File: src/rtl/spi_pkg.sv
// Shared definitions for the SPI byte receiver: FSM state encoding and
// the byte/bit-counter widths.
package spi_pkg;

    localparam int BYTE_W    = 8;
    localparam int BIT_CNT_W = 3;

    typedef enum logic {
        IDLE   = 1'b0,
        ACTIVE = 1'b1
    } state_t;

endpackage

File: src/rtl/spi_byte_rx.sv
// SPI mode-0 byte receiver. Assembles MOSI bits on each upstream SCLK
// rising-edge enable while chip-select is low and reports complete bytes
// with a per-frame index that saturates at all-ones.
// Optional feature: define SPI_BYTE_RX_LSB_FIRST_EN to assemble bits
// LSB-first; timing is identical in both builds.
module spi_byte_rx
    import spi_pkg::*;
#(
    parameter int CNT_WIDTH = 16
) (
    input  logic                 clk_in,
    input  logic                 rst_n_in,
    input  logic                 spi_sclk_rising_in,
    input  logic                 spi_cs_n_in,
    input  logic                 spi_mosi_in,
    output logic                 frame_start_out,
    output logic                 frame_end_out,
    output logic                 byte_valid_out,
    output logic [BYTE_W-1:0]    byte_data_out,
    output logic [CNT_WIDTH-1:0] byte_cnt_out,
    output state_t               state_out
);

    localparam logic [CNT_WIDTH-1:0] CNT_MAX = '1;
    localparam logic [CNT_WIDTH-1:0] CNT_ONE = {{(CNT_WIDTH-1){1'b0}}, 1'b1};
    localparam logic [BIT_CNT_W-1:0] BIT_LAST = '1;

    state_t               state_q;
    state_t               state_d;
    logic [BYTE_W-1:0]    shift_q;
    logic [BIT_CNT_W-1:0] bit_cnt_q;
    logic                 byte_seen_q;

    logic                 start_d;
    logic                 end_d;
    logic                 shift_en;
    logic                 byte_done;
    logic [BYTE_W-1:0]    assembled;

    assign state_out = state_q;

    // State register.
    always_ff @(posedge clk_in or negedge rst_n_in) begin
        if (!rst_n_in) begin
            state_q <= IDLE;
        end else begin
            state_q <= state_d;
        end
    end

    // Next-state logic: chip-select level alone moves the FSM.
    always_comb begin
        state_d = state_q;
        case (state_q)
            IDLE:    if (!spi_cs_n_in) state_d = ACTIVE;
            ACTIVE:  if (spi_cs_n_in)  state_d = IDLE;
            default: state_d = IDLE;
        endcase
    end

    // Output/control decode. CS deassert overrides a coincident 8th SCLK
    // enable because shifting is only allowed while CS is still low.
    always_comb begin
        start_d   = (state_q == IDLE)   && !spi_cs_n_in;
        end_d     = (state_q == ACTIVE) &&  spi_cs_n_in;
        shift_en  = (state_q == ACTIVE) && !spi_cs_n_in && spi_sclk_rising_in;
        byte_done = shift_en && (bit_cnt_q == BIT_LAST);
`ifdef SPI_BYTE_RX_LSB_FIRST_EN
        assembled = {spi_mosi_in, shift_q[BYTE_W-1:1]};
`else
        assembled = {shift_q[BYTE_W-2:0], spi_mosi_in};
`endif
    end

    // Datapath: shift register, bit counter, byte outputs and pulses.
    always_ff @(posedge clk_in or negedge rst_n_in) begin
        if (!rst_n_in) begin
            shift_q         <= '0;
            bit_cnt_q       <= '0;
            byte_seen_q     <= 1'b0;
            frame_start_out <= 1'b0;
            frame_end_out   <= 1'b0;
            byte_valid_out  <= 1'b0;
            byte_data_out   <= '0;
            byte_cnt_out    <= '0;
        end else begin
            frame_start_out <= start_d;
            frame_end_out   <= end_d;
            byte_valid_out  <= byte_done;

            if (start_d || end_d) begin
                // Entering or leaving a frame discards any partial byte.
                shift_q     <= '0;
                bit_cnt_q   <= '0;
                byte_seen_q <= 1'b0;
            end else if (shift_en) begin
                shift_q   <= assembled;
                bit_cnt_q <= bit_cnt_q + 1'b1;
            end

            if (byte_done) begin
                byte_data_out <= assembled;
                byte_seen_q   <= 1'b1;
                if (!byte_seen_q) begin
                    byte_cnt_out <= '0;
                end else if (byte_cnt_out != CNT_MAX) begin
                    byte_cnt_out <= byte_cnt_out + CNT_ONE;
                end
            end
        end
    end

endmodule
File: config.mk
export PLATFORM = sky130hd
export DESIGN_NAME = spi_byte_rx
export DESIGN_NICKNAME = d
export VERILOG_FILES = /design/src/rtl/spi_pkg.sv /design/src/rtl/spi_byte_rx.sv
export SDC_FILE = /design/constraint.sdc
export NUM_CORES = 1
export LEC_CHECK = 0
export CAP_MARGIN = 10
export CELL_PAD_IN_SITES_DETAIL_PLACEMENT = 0
export CELL_PAD_IN_SITES_GLOBAL_PLACEMENT = 2
export CORE_MARGIN = 5
export CORE_UTILIZATION = 40
export CTS_BUF_LIST = sky130_fd_sc_hd__clkbuf_8
export CTS_CLUSTER_SIZE = 28
export DETAILED_ROUTE_END_ITERATION = 7
export DONT_BUFFER_PORTS = 1
export GPL_TIMING_DRIVEN = 0
export PLACE_DENSITY_LB_ADDON = 0.1
export SYNTH_ARGS = -nofsm -noshare
export SYNTH_HDL_FRONTEND = slang
export SYNTH_SLANG_ARGS = --single-unit
File: constraint.sdc
create_clock -name clk_in -period 2.25 [get_ports clk_in]
set_clock_uncertainty 0.15 [all_clocks]
set_input_delay 0.225 -clock clk_in [delete_from_list [all_inputs] [get_ports clk_in]]
set_output_delay 0.225 -clock clk_in [all_outputs]
set_load 0.02 [all_outputs]
==> impl_metrics.yaml <==
outcome:
  status: "complete, no violations"
finish:
  layout-drive-gt1-share_pct: 11.96
  diodes: 0
  nets: 220
  final_common_cell: "nand2_1"
  syn2layout_area_growth_pct: 12.01
  final_cell_mix: "51 x nand2_1, 37 x dfrtp_1, 14 x o31ai_1, 9 x a21boi_0, 8 x nand3_1"
timing:
  finalSetupViolCount: 0
  fin_ws_ns: 0.1603
  final_hold_viol_count: 0
  fmax_mhz: 478.5
  maxSlewHeadroom_pct: 62.99
  min_period_over_period_pct: 92.87
  tightest_slew_ns: 0.5552
  slew_violations: 0
  post-route-min-period_ns: 2.090
  setup_tns_ns: 0
  rsz0062_at_grt: "false"
worst_setup_path:
  crit_type: "reg -> reg"
  worstSetupEndpointType: "register"
  cp_max_fo: 9
  rr_startpoint: "byte_cnt_out[2]"
  setup.worst_path.start: "byte_cnt_out[2]"
  cpMaxStageDelayCell: "dfrtp_1"
  critPathLaunchType: "register"
  cp_cell_sequence: "buf_2 -> nand3_2 -> nor4_2 -> or3b_1 -> o2bb2ai_2"
  critical_path.max_stage_delay_ns: 0.48
  crit_buf_inv: 1
  path_delay_family: "simple AND/OR/NAND/NOR gates"
  cp.required_ns: 2.32
  arrival_ns: 2.16
  r2r_slack_ns: 0.16
power_and_ir_drop:
  power_density_nw_per_um2: 611.2
  peakVddDrop_v: 0.0004211
  leakage_nw: 0.9850
synth:
  synth-seq-area-share_pct: 50.65
  syn_nets: 209
  yosysUniqueCellTypes: 36
  ys_ff_latch: 39
  syn_avg_cell_area_sq_um: 9.732
  syn-cell-area_sq_um: 1927
  synth_cells: 198
  ys.warnings.count: 0
grt:
  grt_max_degree: 40
  grt_pass1_wl_mm: 7.776
  first_global_vias: 1517
  grt_usage_pct: 16.16
  antenna_found_initial: 0
  gr-total-overflow: 0
clock_tree:
  tritoncts: "built"
  insertion_delay_ns: 0.29
  cts_sinks: 39
  cts_buffers: 5
  htree_levels: 2
  clk_pin_slew_ns: 0.08
  clockBufferDepth: 2
  cts_root_buffer: "clkbuf_8"
route:
  wl_mm: 4.739
  detail-route-antenna-nets: 0
  routedWlPerCell_um: 18.02
  drc_errors: 0
  avgViaCountPerCell: 5.867
  drtIter0Drc: 103
  top_layer_used: "met4"
  wl_met1_mm: 2.000
  via_count: 1543
  wl_met2_mm: 2.344
  routed-wl-met3_um: 332
  dr.pass1.iters: 5
placement:
  place_congestion: 0.7909
  portBuffers: 0
  pre_cts_slack_ns: 0.05537
  dp_hpwl_mm: 3.239
floorplanning:
  dieArea_sq_um: 6305
  row_count: 25
  die_w_um: 79.41
  core_sq_um: 4692
  io-pin-count: 33
  start_util_pct: 41.07
  die_h_um: 79.41
run:
  cap_violations: 0
min_path:
  min_path_type: "in -> async"
[final cells by class]
cell class / instances / area [sq um]
Fill cell: 459 / 2534
Sequential cell: 39 / 978.4
Multi-Input combinational cell: 144 / 894.6
Clock buffer: 5 / 68.82
Tap cell: 54 / 67.56
Timing Repair Buffer: 4 / 50.05
Buffer: 11 / 50.05
Clock inverter: 2 / 33.78
Inverter: 4 / 15.01
[flip-flops by register name (all words and copies together) (netlist names)]
| register | flops |
|---|---|
| byte_cnt_out | 16 |
| byte_seen_q | 1 |
| state_out | 1 |
| frame_start_out | 1 |
| byte_data_out | 8 |
| bit_cnt_q | 3 |
| shift_q | 7 |
| byte_valid_out | 1 |
| frame_end_out | 1 |
[report_power, final]
group	total, mW	internal [mW]	switching, mW
clock	0.560	0.320	0.240
combinational	0.0458	0.0173	0.0286
sequential	0.713	0.706	0.00733
[cell usage after synthesis]
master | count | area share (%)
or4_4 | 1 | 0.58
o21ai_0 | 1 | 0.26
inv_1 | 4 | 0.78
nand2_4 | 2 | 1.2
nor3_1 | 1 | 0.26
a2bb2oi_1 | 1 | 0.45
o31ai_1 | 14 | 5.5
buf_2 | 5 | 1.3
and4_1 | 1 | 0.45
nor2_1 | 5 | 0.97
nand4_2 | 2 | 1.3
dfrtp_1 | 39 | 51
xnor2_1 | 1 | 0.45
o41ai_1 | 1 | 0.45
and2_1 | 3 | 0.97
o211ai_2 | 1 | 0.65
mux2i_1 | 2 | 1.0
o2bb2ai_1 | 2 | 0.91
or3b_1 | 1 | 0.45
nand3_1 | 8 | 2.1
a21boi_0 | 9 | 3.5
nand4b_1 | 1 | 0.45
o21ai_1 | 6 | 1.6
nor4_1 | 5 | 1.6
a31oi_1 | 4 | 1.3
or4_1 | 1 | 0.39
nand2_1 | 51 | 9.9
nand4_1 | 4 | 1.3
and3_1 | 5 | 1.6
o2bb2ai_2 | 1 | 0.78
clkbuf_1 | 6 | 1.2
a211o_1 | 1 | 0.45
ha_1 | 6 | 3.9
o31a_1 | 1 | 0.45
nand3_2 | 1 | 0.52
o211ai_1 | 1 | 0.39
[stage by stage]
stage	power, mW	utilization [%]	instance area, sq um	hold WS (ns)	cells
CTS	1.343	45.76	2147	0.2308	263
finish	1.319	46.00	2158	0.2412	263
global route	1.378	46.00	2158	0.2734	263
floorplan	0.7445	-	1927	-0.2206	198
detailed placement	0.7515	42.51	1994	-0.2195	252
global placement	0.7504	42.51	1994	-0.2196	252
[worst reg2reg max path: stages, from the launching register on]
cell       delay (ns)
dfrtp_1          0.48
buf_2            0.26
nand3_2          0.21
nor4_2           0.37
or3b_1           0.42
o2bb2ai_2        0.13
[worst paths after layout]
| path | end | cells past startpoint |
|---|---|---|
| max | byte_cnt_out[13] | 5 |
| min | byte_cnt_out[8] | 2 |
| max reg2reg | byte_cnt_out[13] | 5 |
| min reg2reg | byte_data_out[7] | 2 |
| max in group asynchronous | byte_cnt_out[0] | 2 |
| min in group clk_in | shift_q[6] | 3 |
[metal layers]
metal  track usage (%)  vias to the layer above
li1                  -                      732
met2             25.34                       51
met5                 0                        -
met4             6.186                        0
met1             20.55                      753
met3             5.530                        7
[kinds of logic (layout without fill, tap and decap cells)]
group / after synthesis / count (layout) / share of synthesized area (%)
adder cells (fa/ha/maj): 6 / 6 / 3.896
XOR/XNOR: 1 / 1 / 0.4546
AO/OA/AOI/OAI: 43 / 43 / 16.62
AND/OR/NAND/NOR: 92 / 92 / 24.09
flip-flops: 39 / 39 / 50.65
multiplexers: 2 / 2 / 1.039
buffers and inverters: 15 / 26 / 3.246
[repair_timing]
item / in CTS / in global routing
setup endpoints to repair: 0 / 12
endpoints found under the hold margin: 43 / 0
buffers inserted: 0 / 0
resized for setup: 0 / 7
hold buffers: 4 / 0
(Power assumes the default switching activity.)
